`src/rtl/logic_op_issue.sv`:
```
// Issue/retire stage around the N-bit logical unit: request FIFO, head presentation, registered result.
// Optional macro LOGIC_OP_PARITY_EN adds a registered out_parity output.
module logic_op_issue #(
    parameter int unsigned N     = 8,
    parameter int unsigned DEPTH = 4
) (
    input  logic                     clk,
    input  logic                     rst,
    input  logic                     in_valid,
    output logic                     in_ready,
    input  logic [N-1:0]             in_a,
    input  logic [N-1:0]             in_b,
    input  logic [1:0]               in_op,
    output logic [N-1:0]             lu_a,
    output logic [N-1:0]             lu_b,
    output logic [1:0]               lu_op,
    input  logic [N-1:0]             lu_r,
    output logic                     out_valid,
    input  logic                     out_ready,
    output logic [N-1:0]             out_r,
    output logic [1:0]               out_op,
    output logic                     out_zero,
`ifdef LOGIC_OP_PARITY_EN
    output logic                     out_parity,
`endif
    output logic [$clog2(DEPTH):0]   count
);

    localparam int unsigned PW = $clog2(DEPTH);
    localparam int unsigned CW = PW + 1;

    typedef enum logic {O_EMPTY = 1'b0, O_FULL = 1'b1} ostate_t;

    logic [N-1:0]  mem_a  [DEPTH];
    logic [N-1:0]  mem_b  [DEPTH];
    logic [1:0]    mem_op [DEPTH];
    logic [PW-1:0] wr_ptr;
    logic [PW-1:0] rd_ptr;
    ostate_t       state;
    logic          push;
    logic          load;
    logic          not_empty;

    assign not_empty = (count != CW'(0));
    assign in_ready  = (count != CW'(DEPTH)) && !rst;
    assign push      = in_valid && in_ready;
    assign load      = not_empty && ((state == O_EMPTY) || out_ready);
    assign out_valid = (state == O_FULL);

    // Head entry goes straight from storage to the logical unit; zeros when empty.
    assign lu_a  = not_empty ? mem_a[rd_ptr]  : '0;
    assign lu_b  = not_empty ? mem_b[rd_ptr]  : '0;
    assign lu_op = not_empty ? mem_op[rd_ptr] : 2'b00;

    // Storage carries no reset; occupancy is tracked by count.
    always_ff @(posedge clk) begin
        if (push) begin
            mem_a[wr_ptr]  <= in_a;
            mem_b[wr_ptr]  <= in_b;
            mem_op[wr_ptr] <= in_op;
        end
    end

    always_ff @(posedge clk) begin
        if (rst) begin
            wr_ptr <= '0;
            rd_ptr <= '0;
            count  <= '0;
        end else begin
            if (push) wr_ptr <= wr_ptr + PW'(1);
            if (load) rd_ptr <= rd_ptr + PW'(1);
            case ({push, load})
                2'b10:   count <= count + CW'(1);
                2'b01:   count <= count - CW'(1);
                default: count <= count;
            endcase
        end
    end

    // Output stage: capture on load, drain when accepted, hold under backpressure.
    always_ff @(posedge clk) begin
        if (rst) begin
            state      <= O_EMPTY;
            out_r      <= '0;
            out_op     <= 2'b00;
            out_zero   <= 1'b0;
`ifdef LOGIC_OP_PARITY_EN
            out_parity <= 1'b0;
`endif
        end else if (load) begin
            state      <= O_FULL;
            out_r      <= lu_r;
            out_op     <= lu_op;
            out_zero   <= (lu_r == '0);
`ifdef LOGIC_OP_PARITY_EN
            out_parity <= ^lu_r;
`endif
        end else if ((state == O_FULL) && out_ready) begin
            state <= O_EMPTY;
        end
    end

endmodule

```
`config.mk`:
```
export PLATFORM = sky130hd
export DESIGN_NAME = logic_op_issue
export DESIGN_NICKNAME = d
export VERILOG_FILES = /design/src/rtl/logic_op_issue.sv
export SDC_FILE = /design/constraint.sdc
export NUM_CORES = 1
export LEC_CHECK = 0
export ABC_AREA = 1
export CELL_PAD_IN_SITES_DETAIL_PLACEMENT = 2
export CELL_PAD_IN_SITES_GLOBAL_PLACEMENT = 2
export CORE_UTILIZATION = 34
export DETAILED_ROUTE_END_ITERATION = 7
export PLACE_DENSITY = 0.84
export RECOVER_POWER = 100
export SLEW_MARGIN = 20
export SYNTH_ARGS = -nofsm -noshare
export SYNTH_HDL_FRONTEND = slang
export SYNTH_SLANG_ARGS = --single-unit
```
`constraint.sdc`:
```
create_clock -name clk -period 2.4 [get_ports clk]
set_input_delay 0.72 -clock clk [delete_from_list [all_inputs] [get_ports clk]]
set_output_delay 0.72 -clock clk [all_outputs]
set_load 0.02 [all_outputs]
```
==> impl_metrics.py, run 1 <==
metrics = {
    "logic_synthesis": {
        "yosysWarningCount": 0,
        "yosysMostFrequentCell": "nor2_1",
        "syn_avg_cell_area_um2": 10.8,
        "synth-seq-cells": 93,
        "yosys-top-cells-count": "nor2_1, edfxtp_1, o21ai_0",
        "async_flop_share": 0,
        "ys_seq_area_frac": 0.674,
        "yosys_most_used_dff": "edfxtp_1",
        "ys_types": 24,
        "syn-num-nets": 391,
        "synth_edf_count": 72,
        "yosys.area.top_type": "edfxtp_1",
        "syn_area_um2": 3830,
        "synth_top_area_frac": 0.564,
        "syn_inst": 355,
        "netlist_top_cells_area": "edfxtp_1, dfxtp_1, nor2_1",
    },
    "drt": {
        "drt-pass1-iter-count": 4,
        "wire_per_inst_um": 18.6,
        "drtIter0Drc": 90,
        "drc": 0,
        "ant_nets": 0,
        "drt-vias-per-instance": 4.84,
        "vias": 2854,
        "wl_um": 11000,
    },
    "finish": {
        "fin_area_um2": 4980,
        "seq_area_um2": 2590,
        "multi_input_area_um2": 1020,
        "drive_gt1_frac": 0.167,
        "fill_cells": 1142,
        "fin_nets": 480,
        "syn_to_final_growth_pct": 29.9,
    },
    "critical_path": {
        "crit_fanout": 5,
        "crit_type": "reg2out",
        "critPathLaunchType": "flop",
        "cp.required_ns": 1.68,
        "critical_path_arrival_ns": 1.63,
        "crit_path_end_kind": "output port",
    },
    "cts": {
        "cts_buffer_depth": 2,
        "cts_tree": "yes",
        "h-tree-depth": 3,
        "insertion_delay_ns": 0.37,
        "clkSlewWorstSetupHoldPaths_ns": 0.09,
        "cts_buffers": 9,
        "cts_root_buffer": "clkbuf_8",
        "numClockSinks": 93,
    },
    "floorplan": {
        "die-area_um2": 11700,
        "core_area_um2": 10900,
        "chipHeight_um": 108,
        "initial_core_util": 0.352,
        "row_count": 38,
        "die_w_um": 108,
        "num_io_pins": 64,
    },
    "grt": {
        "grt_start_max_net_pins": 19,
        "grt_pass1_wl_um": 16900,
        "track_usage": 0.198,
        "antenna_found_initial": 2,
        "grt_pass1_vias": 3179,
        "overflow": 0,
    },
    "power_and_ir_drop": {
        "p_total_mw": 6.05,
        "power_leakage_nw": 1.95,
        "pwr_density_cell_nw_per_um2": 1220,
        "ir_drop_v": 0.000527,
    },
    "sta": {
        "relSlewSlack": 0.555,
        "grt_setup_unrepaired": "no",
        "finalClockSkew_ns": 0.0118,
        "finalHoldViolations": 0,
        "finalCritPeriodShare": 0.978,
        "holdWs_ns": 0.484,
        "fin_crit_ns": 2.35,
        "setup_tns_ns": 0,
        "worstMarginPinSlew_ns": 0.668,
        "slew_violations": 0,
        "fmax_mhz": 426,
        "setup_violations": 0,
    },
    "job": {
        "drv_cap": 0,
    },
    "place": {
        "io_buffers": 63,
        "gp_congestion": 0.728,
        "dpl.hpwl_um": 7450,
        "place_area_um2": 4840,
    },
    "hold_path": {
        "hold_class": "reg2reg",
    },
    "status": {
        "status": "completed",
    },
}
[state kept, by name, indices dropped and copies added (netlist names), named ones only]
name,cells
count,3
mem_a,32
mem_b,32
mem_op,8
out_op,2
out_r,8
out_valid,1
out_zero,1
rd_ptr,2
wr_ptr,2
[final timing paths]
check	to	start	slack, ns	depth (start not counted)
worst max register to register	mem_a[2][6]	count[0]	0.48	7
worst min register to register	out_zero	out_zero	0.48	2
worst min-delay path	out_zero	out_zero	0.48	2
worst max-delay path	lu_b[6]	flop	0.05	7
[worst max-delay path, stage by stage (launching register included)]
cell and delay, ns:
dfxtp_4 0.38, buf_4 0.12, clkbuf_16 0.13, nor2_1 0.05, nor2_1 0.12, o21ai_1 0.11, a21oi_2 0.18, buf_2 0.19
[cell usage in the layout (no fill, tap or decap), types with 2 or more instances in the layout]
| master | instances |
|---|---|
| nor2_1 | 98 |
| edfxtp_1 | 72 |
| o21ai_0 | 34 |
| dlygate4sd3_1 | 34 |
| nand2_1 | 29 |
| inv_1 | 27 |
| dfxtp_1 | 20 |
| a21oi_1 | 19 |
| buf_4 | 17 |
| o21ai_1 | 10 |
| clkdlybuf4s50_1 | 10 |
| clkbuf_2 | 10 |
| nand3_1 | 9 |
| clkbuf_8 | 9 |
| buf_2 | 7 |
| buf_12 | 6 |
| a21oi_2 | 5 |
| ha_1 | 5 |
| inv_6 | 4 |
| clkbuf_1 | 4 |
| nor2_4 | 2 |
| inv_4 | 2 |
| nand2_2 | 2 |
| clkbuf_4 | 2 |
[per-stage QoR]
| step | std cells | setup WS (ns) | utilization |
|---|---|---|---|
| 2_1_floorplan | 355 | 0.190 | - |
| 3_3_place_gp | 569 | -0.284 | 0.444 |
| 3_5_place_dp | 569 | -0.289 | 0.444 |
| 4_1_cts | 586 | 0.00183 | 0.462 |
| 5_1_grt | 589 | 0.000225 | 0.457 |
| 6_report | 590 | 0.0521 | 0.457 |
[power breakdown]
part	total [mW]	switching (mW)	internal [mW]
clock	1.09	0.596	0.499
sequential	2.06	0.120	1.94
combinational	2.90	1.77	1.12
total	6.05	2.49	3.56
[logic make-up after synthesis]
logic type               Yosys count  synth area share
AND/OR/NAND/NOR                  143             0.153
buffers and inverters             45            0.0607
AO/OA/AOI/OAI                     68            0.0908
adder cells (fa/ha/maj)            6            0.0216
flip-flops                        93             0.674
[layout make-up]
cell class	instances	share of cell area
clock buffers	9	0.0249
inverters	31	0.0254
flip-flops and latches	93	0.520
repair buffers	92	0.173
clock inverters	7	0.0161
well taps	140	0.0352
diodes	1	0.000503
multi-input cells	217	0.205
[per-layer routing]
layer  vias to the layer above  track usage  routed length (um)  share of wire
met4                         2       0.0705                 165          0.015
met5                         -            0                  10        0.00091
met3                        14       0.0398                 394          0.036
met1                      1410        0.223                4530           0.41
li1                       1370            -                   -              -
met2                        58        0.369                5870           0.54
[what timing repair did]
action / CTS / global route
endpoints found under the setup margin: 19 / 8
setup buffers: 0 / 2
hold buffers: 0 / 0
cloned: 1 / 1
pin swaps: 0 / 2
gates resized for setup: 76 / 14
Power figures use the tool's default switching activity.
==> run 2: changes to the inputs <==
--- a/config.mk
+++ b/config.mk
@@ -10,6 +10,7 @@
 export CELL_PAD_IN_SITES_GLOBAL_PLACEMENT = 2
 export CORE_UTILIZATION = 34
 export DETAILED_ROUTE_END_ITERATION = 7
+export GPL_ROUTABILITY_DRIVEN = 0
 export PLACE_DENSITY = 0.84
 export RECOVER_POWER = 100
 export SLEW_MARGIN = 20
==> results of run 2 <==
The final DEF is identical to that of run 1; final timing and power are the same.
